## config.mk

```make
export PLATFORM = sky130hd
export DESIGN_NAME = id_ex_stage
export DESIGN_NICKNAME = d
export VERILOG_FILES = /design/src/rtl/id_ex_stage.sv
export SDC_FILE = /design/constraint.sdc
export NUM_CORES = 1
export LEC_CHECK = 0
export ABC_AREA = 1
export CAP_MARGIN = 20
export CORE_AREA = 3 3 156 158
export DETAILED_ROUTE_END_ITERATION = 8
export DIE_AREA = 0 0 159 161
export PLACE_DENSITY = 0.64
export SYNTH_ARGS = -nofsm -noshare
export SYNTH_HDL_FRONTEND = slang
export SYNTH_SLANG_ARGS = --single-unit
export TNS_END_PERCENT = 30
```

## constraint.sdc

```tcl
create_clock -name clk -period 2.4 [get_ports clk]
set_clock_uncertainty 0.05 [all_clocks]
set_input_delay 0.24 -clock clk [delete_from_list [all_inputs] [get_ports clk]]
set_output_delay 0.24 -clock clk [all_outputs]
set_load 0.02 [all_outputs]
```

## src/rtl/id_ex_stage.sv

```systemverilog
// rtl/id_ex_stage.sv - ID/EX pipeline register with load-use bubble insertion and M/W operand forwarding
module id_ex_stage #(
    parameter int XLEN = 32
) (
    input  logic            clk,
    input  logic            reset,
    input  logic            ValidD,
    input  logic            RegWriteD,
    input  logic            MemWriteD,
    input  logic            BranchD,
    input  logic            JumpD,
    input  logic            ALUSrcD,
    input  logic [1:0]      ResultSrcD,
    input  logic [2:0]      ALUControlD,
    input  logic [XLEN-1:0] RD1D,
    input  logic [XLEN-1:0] RD2D,
    input  logic [XLEN-1:0] ImmExtD,
    input  logic [XLEN-1:0] PCD,
    input  logic [4:0]      Rs1D,
    input  logic [4:0]      Rs2D,
    input  logic [4:0]      RdD,
    input  logic [4:0]      RdM,
    input  logic [4:0]      RdW,
    input  logic            RegWriteM,
    input  logic            RegWriteW,
    input  logic [XLEN-1:0] ALUResultM,
    input  logic [XLEN-1:0] ResultW,
    input  logic            FlushE,
    output logic            StallD,
    output logic            ValidE,
    output logic            RegWriteE,
    output logic            MemWriteE,
    output logic            BranchE,
    output logic            JumpE,
    output logic [1:0]      ResultSrcE,
    output logic [2:0]      ALUControlE,
    output logic [4:0]      RdE,
    output logic [XLEN-1:0] SrcAE,
    output logic [XLEN-1:0] SrcBE,
    output logic [XLEN-1:0] WriteDataE,
    output logic [XLEN-1:0] PCE,
    output logic [XLEN-1:0] ImmExtE
);

    logic            ALUSrcE;
    logic [4:0]      Rs1E;
    logic [4:0]      Rs2E;
    logic [XLEN-1:0] RD1E;
    logic [XLEN-1:0] RD2E;
    logic            hazard;
    logic            bubble;
    logic [XLEN-1:0] fwd_a;
    logic [XLEN-1:0] fwd_b;

    // A load in E whose destination feeds the D instruction cannot forward in time.
    assign hazard = ValidE && (ResultSrcE == 2'b01) && (RdE != 5'd0) && ValidD &&
                    ((RdE == Rs1D) || (RdE == Rs2D));
    assign StallD = hazard && !FlushE;
    assign bubble = FlushE || hazard;

    always_ff @(posedge clk) begin
        if (reset || bubble) begin
            ValidE      <= 1'b0;
            RegWriteE   <= 1'b0;
            MemWriteE   <= 1'b0;
            BranchE     <= 1'b0;
            JumpE       <= 1'b0;
            ALUSrcE     <= 1'b0;
            ResultSrcE  <= 2'b00;
            ALUControlE <= 3'b000;
            RdE         <= 5'd0;
            Rs1E        <= 5'd0;
            Rs2E        <= 5'd0;
            RD1E        <= '0;
            RD2E        <= '0;
            ImmExtE     <= '0;
            PCE         <= '0;
        end else begin
            ValidE      <= ValidD;
            RegWriteE   <= RegWriteD;
            MemWriteE   <= MemWriteD;
            BranchE     <= BranchD;
            JumpE       <= JumpD;
            ALUSrcE     <= ALUSrcD;
            ResultSrcE  <= ResultSrcD;
            ALUControlE <= ALUControlD;
            RdE         <= RdD;
            Rs1E        <= Rs1D;
            Rs2E        <= Rs2D;
            RD1E        <= RD1D;
            RD2E        <= RD2D;
            ImmExtE     <= ImmExtD;
            PCE         <= PCD;
        end
    end

    // The younger M result wins over W; x0 is never forwarded.
    always_comb begin
        fwd_a = RD1E;
        if ((Rs1E != 5'd0) && RegWriteM && (RdM == Rs1E))
            fwd_a = ALUResultM;
        else if ((Rs1E != 5'd0) && RegWriteW && (RdW == Rs1E))
            fwd_a = ResultW;
    end

    always_comb begin
        fwd_b = RD2E;
        if ((Rs2E != 5'd0) && RegWriteM && (RdM == Rs2E))
            fwd_b = ALUResultM;
        else if ((Rs2E != 5'd0) && RegWriteW && (RdW == Rs2E))
            fwd_b = ResultW;
    end

    assign SrcAE      = fwd_a;
    assign WriteDataE = fwd_b;
    assign SrcBE      = ALUSrcE ? ImmExtE : fwd_b;

endmodule

```

==> run summary, run 1 <==
status: complete, but fails checks
failing checks: negative setup slack
CP max FO: 10
routability cong.: 0.8960
Via density: 4.476
adder-cell share of the synthesized area: 0
post-synth cell types: 27
cell area after placement: 0.01197 mm2
post-synthesis mux area share: 0
share of async-settable or async-resettable flops after synthesis: 0
register-to-register setup slack: 0.64 ns
global-route wire length before repair: 44850 um
achievable frequency: 410.3 MHz
Final min period: 2.437 ns
worst r2r src: RdE[3]
EDFF count, synth: 0
crit-path max cell delay: 0.32 ns
H-Tree Depth: 4
Clk pin slew, worst setup/hold paths: 0.07 ns
WP data required: 2.11 ns
via count: 8259
Initial Utilization: 0.3102
largest family of logic cells by synthesized area: simple AND/OR/NAND/NOR gates
simple-gate area share of the yosys netlist: 0.3667
synth-to-layout area growth: 77.22%
Initial DRT Pass Iterations: 5
Setup WS post-layout: -0.03703 ns
Die Width: 159 um
largest net degree at the start of global routing: 55
layout cells sized above 1: 0.1693
Post-route DRC: 0
Post-Place Setup Slack: -0.3611 ns
Max-cap violations: 0
Compound-Gate Fraction of Synth Area: 0.02722
RR Endpoint: Rs1E[3]
I/O pin cnt: 409
critical path type: register to output port
worst min path class: primary input to register
crit path from: Rs2E[1]
FF+latch count, synth: 154
number of fill cells in the layout: 2264
Power Dens Cells: 530.6 mW/mm2
sequential share of the synthesized area: 0.4273
XOR/XNOR share of the synthesized area: 0.01335
mapped cell area: 0.007216 mm2
WP data arrival: 2.15 ns
post-route ant nets: 0
synth warn: 0
Cells after Synth: 1082
worst slew pin tran: 0.3799 ns
crit start category: register
Starting DRT DRC Count: 522
Final nets: 1744
vias in the first global route: 8212
Mean Syn Cell Area: 6.669 um2
worst hold margin: 0.2790 ns
Post-Syn Nets: 1315
Design Area, Final: 0.01279 mm2
Worst Reg-to-Reg Cells: 9
clk root buf: clkbuf_16
slowest stage cell, crit path: dfxtp_2
post-DP HPWL: 22680 um
IO buf count: 408
Buf+Inv Stages, Crit Path: 4
CP Cell Sequence: inv_1 -> buf_4 -> o211ai_1 -> nor2_4 -> nand2_4 -> clkbuf_16 -> nand3_1 -> and2_1 -> buf_4
later-pin clock latency in the skew report: 0.42 ns
All-Layer GR Usage: 0.2225
CTS tree: built
crit-path leading delay family: simple AND/OR/NAND/NOR gates
Hold Path Sink: ImmExtE[25]
Routed wire per std cell: 16.18 um
Clock Sinks: 154
Final Hold Vio Count: 0
Setup TNS: -0.1312 ns
Hold Path Depth: 3
most frequent CP cell: buf_4
drt total wl: 29860 um
Slew headroom: 0.7456
Synth Flop Type: dfxtp_1
RSZ-0062 raised after global routing: true
final core occ: 0.5497
final worst-path cycle share: 1.015
buffer depth of the longest clock path: 2
final setup vio count: 9
hold_sp: ImmExtD[25]
core area: 0.02326 mm2
Worst setup EP type: output port
Rows: 56
VDD IR max: 0.3791 mV
Num CTS Buffers: 17
P_leak: 6.471 nW
max-slew violation count: 0
initial antenna violation count: 2
die height: 161 um
Die Area: 0.02560 mm2
grt ovf: 0
==> sequential cells by signal (all words and copies together), names as in the netlist <==
register and cells:
Rs2E 5, RD1E 32, PCE 32, ALUSrcE 1
JumpE 1, BranchE 1, ALUControlE 3, ImmExtE 32
ResultSrcE 2, RdE 5, ValidE 1, Rs1E 5
MemWriteE 1, RD2E 32, RegWriteE 1
==> worst max path at each step <==
stage	end	slack (ns)	depth (start not counted)
finish	WriteDataE[14]	-0.04	9
global route	SrcBE[13]	-0.13	11
CTS	WriteDataE[0]	-0.14	8
detailed placement	WriteDataE[16]	-0.36	11
global placement	SrcAE[28]	-0.34	10
floorplan	SrcAE[11]	0.59	6
==> worst register-to-register path, stage by stage, from the launching register on <==
cell and delay (ns):
dfxtp_1 0.35, or2_0 0.23, a21oi_1 0.15, nand3_1 0.08
nand2_1 0.07, nand2_1 0.09, nand2_4 0.17, buf_12 0.19
buf_4 0.20, nor2_1 0.06
==> synth_stat cells, types with 5 or more instances <==
cell type	count	area, um2
a21oi_1	5	25.02
and2_1	32	200.2
inv_1	236	885.9
buf_2	30	150.1
xor2_1	5	43.79
xnor2_1	6	52.55
clkbuf_1	16	60.06
buf_6	7	78.83
nand3_1	167	835.8
dfxtp_1	154	3083
o21ai_0	19	95.09
o21ai_1	11	55.05
nor2_2	6	37.54
nor2_1	162	608.1
nand3b_1	34	255.2
nand2_1	176	660.6
==> area by class of cell <==
cell class | instances | area [um2] | area share
sequential | 154 | 3095 | 0.2421
inverter | 238 | 893.4 | 0.06986
tap | 319 | 399.1 | 0.03121
clock buffer | 18 | 429.2 | 0.03356
multi-input combinational | 634 | 3212 | 0.2512
timing repair buffer | 466 | 4612 | 0.3607
clock inverter | 14 | 141.4 | 0.01106
antenna | 2 | 5.005 | 0.0003914
==> cell usage in the layout (no fill, tap or decap), types with 6 or more instances in the layout <==
cell,instances
nand3b_1,34
inv_1,236
and2_4,12
o21ai_0,11
dfxtp_2,10
clkbuf_2,9
nor2_1,161
buf_4,58
nand2_1,171
dfxtp_1,144
clkdlybuf4s50_1,311
nor2_4,6
nand3_1,133
buf_2,36
buf_6,25
and2_1,20
buf_12,20
clkbuf_16,21
nand3_2,34
o21ai_1,19
==> metrics by stage <==
stage	cells	total power, W
finish	1845	0.006786
floorplan	1082	0.003322
detailed placement	1799	0.004184
CTS	1834	0.006784
global placement	1799	0.004176
global route	1845	0.007060
==> routing by layer <==
| layer | part of all wire | vias up | track usage |
|---|---|---|---|
| met1 | 0.39 | 3713 | 0.2435 |
| met5 | 0 | - | 0 |
| met3 | 0.084 | 69 | 0.07284 |
| met4 | 0.040 | 0 | 0.1015 |
| li1 | - | 4099 | - |
| met2 | 0.49 | 378 | 0.3931 |
==> logic make-up after synthesis <==
| logic type | Yosys count |
|---|---|
| buf+inv | 294 |
| xor+xnor | 11 |
| compound gates | 38 |
| flops | 154 |
| simple gates | 585 |
==> report_power, final <==
part / total [W] / switching, W / internal, W
Clock: 0.00265 / 0.00119 / 0.00146
Combinational: 0.00143 / 0.000679 / 0.000750
Sequential: 0.00271 / 0.0000481 / 0.00266
Total: 0.00679 / 0.00192 / 0.00487
==> timing repair <==
item	in CTS	in global routing
hold buffers	0	0
gates cloned	1	4
pin swaps	2	36
resized for setup	344	211
endpoints found under the setup margin	97	96
buffers inserted	2	5
Power figures use the tool's default switching activity.
==> run 2: changes to the inputs <==
--- a/config.mk
+++ b/config.mk
@@ -8,9 +8,11 @@
 export ABC_AREA = 1
 export CAP_MARGIN = 20
 export CORE_AREA = 3 3 156 158
+export CTS_CLUSTER_DIAMETER = 120
 export DETAILED_ROUTE_END_ITERATION = 8
 export DIE_AREA = 0 0 159 161
 export PLACE_DENSITY = 0.64
+export SLEW_MARGIN = 15
 export SYNTH_ARGS = -nofsm -noshare
 export SYNTH_HDL_FRONTEND = slang
 export SYNTH_SLANG_ARGS = --single-unit
==> results of run 2 <==
Same layout as run 1: the final DEF is identical, and so are final timing and power.
==> run 3: changes to the inputs <==
--- a/config.mk
+++ b/config.mk
@@ -7,13 +7,13 @@
 export LEC_CHECK = 0
 export ABC_AREA = 1
 export CAP_MARGIN = 20
-export CORE_AREA = 3 3 156 158
+export CORE_AREA = 2 2 161 163
 export CTS_CLUSTER_DIAMETER = 120
 export DETAILED_ROUTE_END_ITERATION = 8
-export DIE_AREA = 0 0 159 161
-export PLACE_DENSITY = 0.64
+export DIE_AREA = 0 0 163 165
+export PLACE_DENSITY = 0.6
 export SLEW_MARGIN = 15
 export SYNTH_ARGS = -nofsm -noshare
 export SYNTH_HDL_FRONTEND = slang
 export SYNTH_SLANG_ARGS = --single-unit
-export TNS_END_PERCENT = 30
+export TNS_END_PERCENT = 5
==> constraint.sdc (replaced) <==
create_clock -name clk -period 2.8 [get_ports clk]
set_clock_uncertainty 0.05 [all_clocks]
set_input_delay 0.28 -clock clk [delete_from_list [all_inputs] [get_ports clk]]
set_output_delay 0.28 -clock clk [all_outputs]
set_load 0.02 [all_outputs]
==> run summary, run 3 (synthesized netlist as in run 1, its figures left out) <==
crit path from: Rs2E[4]
drt total wl: 28630 um (-4.1%)
commonest non-fill, non-tap cell in the layout: clkdlybuf4s50_1
final worst-path cycle share: 0.9338
Post-route DRC: 0 (unchanged)
Rows: 58 (+3.6%)
Reg power frac: 0.386 (-0.013)
IO buf count: 408 (unchanged)
register-to-register setup slack: 0.93 ns (+0.29 ns)
Max-cap violations: 0 (unchanged)
grt ovf: 0 (unchanged)
GR Util met1: 0.2413 (-0.002221)
H-Tree Depth: 4 (unchanged)
hold_sp: PCD[12]
hold buffers post-CTS: 0 (unchanged)
Reg area: 0.003084 mm2 (-0.36%)
clk root buf: clkbuf_16
n_diodes: 0 (-2)
Hold Path Depth: 3 (unchanged)
Initial Utilization: 0.2882 (-0.02198)
Logic pwr share: 0.191 (-0.020)
Via density: 4.392 (-1.9%)
WP data required: 2.47 ns (+0.36 ns)
CTS tree: built
Design Area, Final: 0.01236 mm2 (-3.4%)
global-route wire length before repair: 43600 um (-2.8%)
later-pin clock latency in the skew report: 0.42 ns (about the same)
max-slew violation count: 0 (unchanged)
global routing's busiest layer: met2
final setup vio count: 0 (-9)
Final min period: 2.615 ns
Final Hold Vio Count: 0 (unchanged)
worst slew pin tran: 0.4623 ns (+0.08236 ns)
post-CTS setup buffers: 0 (-2)
WP data arrival: 2.28 ns (+0.13 ns)
most frequent cells in the layout: clkdlybuf4s50_1, inv_1, nand2_1
largest net degree at the start of global routing: 49 (-11%)
multi-input combinational cell area: 0.002985 mm2 (-7.1%)
routability cong.: 0.8256 (-7.9%)
CP max FO: 32 (+22)
met2 Use GR: 0.3785 (-0.01459)
cell total after placement: 1788 (-0.61%)
die height: 165 um (+2.5%)
Initial DRT Pass Iterations: 5 (unchanged)
vias in the first global route: 7903 (-3.8%)
layout cells sized above 1: 0.04564 (-0.1237)
worst r2r src: RdE[3]
Worst setup EP type: output port
Routed wire per std cell: 15.73 um (-2.8%)
slowest stage cell, crit path: dfxtp_1
crit start category: register
Switching Power: 0.001656 W (-14%)
initial antenna violation count: 1 (-1)
Die Width: 163 um (+2.5%)
Final nets: 1710 (-1.9%)
status: completed
via count: 7994 (-3.2%)
Final Non-Filler Cells: 1820 (-1.4%)
RSZ-0062 raised after global routing: false
Power Dens Cells: 485.5 mW/mm2 (-8.5%)
P_leak: 6.305 nW (-2.6%)
Slew headroom: 0.6918 (-0.05379)
All-Layer GR Usage: 0.2116 (-0.01096)
number of fill cells in the layout: 2574 (+14%)
Internal Power: 0.004343 W (-11%)
post-route ant nets: 0 (unchanged)
CP Cell Sequence: inv_2 -> nand3_1 -> nor2_1 -> buf_4 -> nor2_4 -> nand2_1 -> buf_12 -> nand2_1 -> nand3_1 -> nand3_1 -> nand2_1 -> dlygate4sd2_1
Sw Ratio: 0.2760 (-0.006780)
crit-path max cell delay: 0.35 ns (+0.03 ns)
cell area after placement: 0.01183 mm2 (-1.2%)
Num CTS Buffers: 17 (unchanged)
synth-to-layout area growth: 71.23%
I/O pin cnt: 409 (unchanged)
Clock Power Share: 0.422 (+0.032)
met3 Use GR: 0.06002 (-0.01282)
buffer depth of the longest clock path: 2 (unchanged)
Clock Sinks: 154 (unchanged)
core area: 0.02504 mm2 (+7.6%)
critical path type: register to output port
Worst Reg-to-Reg Cells: 8 (-1)
Starting DRT DRC Count: 394 (-25%)
achievable frequency: 382.5 MHz
worst min path class: primary input to register
Die Area: 0.02690 mm2 (+5.1%)
VDD IR max: 0.4430 mV (+17%)
Clk pin slew, worst setup/hold paths: 0.08 ns (about the same)
post-DP HPWL: 21650 um (-4.6%)
Power Total: 0.005999 W (-12%)
-- run 3: changes by cell type in the layout (fill, tap and decap cells not counted), sizes merged, moves of 3 or more --
cell,previous run,this run
dlygate4sd2,1,88
dlymetal6s2s,0,3
clkbuf,31,19
clkinv,7,1
buf,140,24
inv,242,248
clkdlybuf4s15,0,4
-- run 3: power groups by stage --
| stage | registers (W) | clock network (W) | logic (W) |
|---|---|---|---|
| after global placement | 0.00237 | 0 | 0.00120 |
| after detailed placement | 0.00237 | 0 | 0.00121 |
| after CTS | 0.00232 | 0.00261 | 0.00116 |
| final | 0.00232 | 0.00253 | 0.00115 |
| after global routing | 0.00233 | 0.00270 | 0.00125 |
| after floorplan | 0.00241 | 0 | 0.000433 |
-- run 3: worst paths after layout --
kind                                 end
worst max-delay path            SrcBE[7]
worst min-delay path             PCE[12]
worst max register to register   RD2E[0]
worst min register to register   PCE[12]
-- run 3: metrics by stage --
| step | utilization | hold slack, ns | TNS [ns] | setup WS, ns |
|---|---|---|---|---|
| after floorplan | - | 0.3422 | 0 | 0.9511 |
| after global placement | 0.4724 | 0.7543 | -0.2628 | -0.03581 |
| after detailed placement | 0.4724 | 0.7571 | -0.2306 | -0.02999 |
| after CTS | 0.4932 | 0.2941 | 0 | 0.002695 |
| after global routing | 0.4935 | 0.3030 | 0 | 0.0009623 |
| final | 0.4935 | 0.3190 | 0 | 0.1854 |
-- run 3: cell type report --
class / count / share of cell area
repair buffers: 432 / 0.3516
flip-flops and latches: 154 / 0.2496
multi-input cells: 634 / 0.2416
inverters: 238 / 0.07230
clock buffers: 18 / 0.03554
well taps: 330 / 0.03342
clock inverters: 14 / 0.01590
-- run 3: critical path: cells and delay by family, from the launching register on --
kind | cells | cell delay, ns
flops | 1 | 0.35
buf+inv | 4 | 0.76
simple gates | 8 | 0.74
-- run 3: per-layer routing --
| metal | vias up | routed length [um] | share of wire |
|---|---|---|---|
| met2 | 324 | 14090 | 0.49 |
| met3 | 36 | 2305 | 0.080 |
| met4 | 2 | 618 | 0.022 |
| met5 | - | 13 | 0.00045 |
| li1 | 4029 | - | - |
| met1 | 3603 | 11600 | 0.41 |
-- run 3: what timing repair did --
item / CTS / global route
setup endpoints to repair: 93 / 8
cloned: 0 / 0
resized for setup: 93 / 9
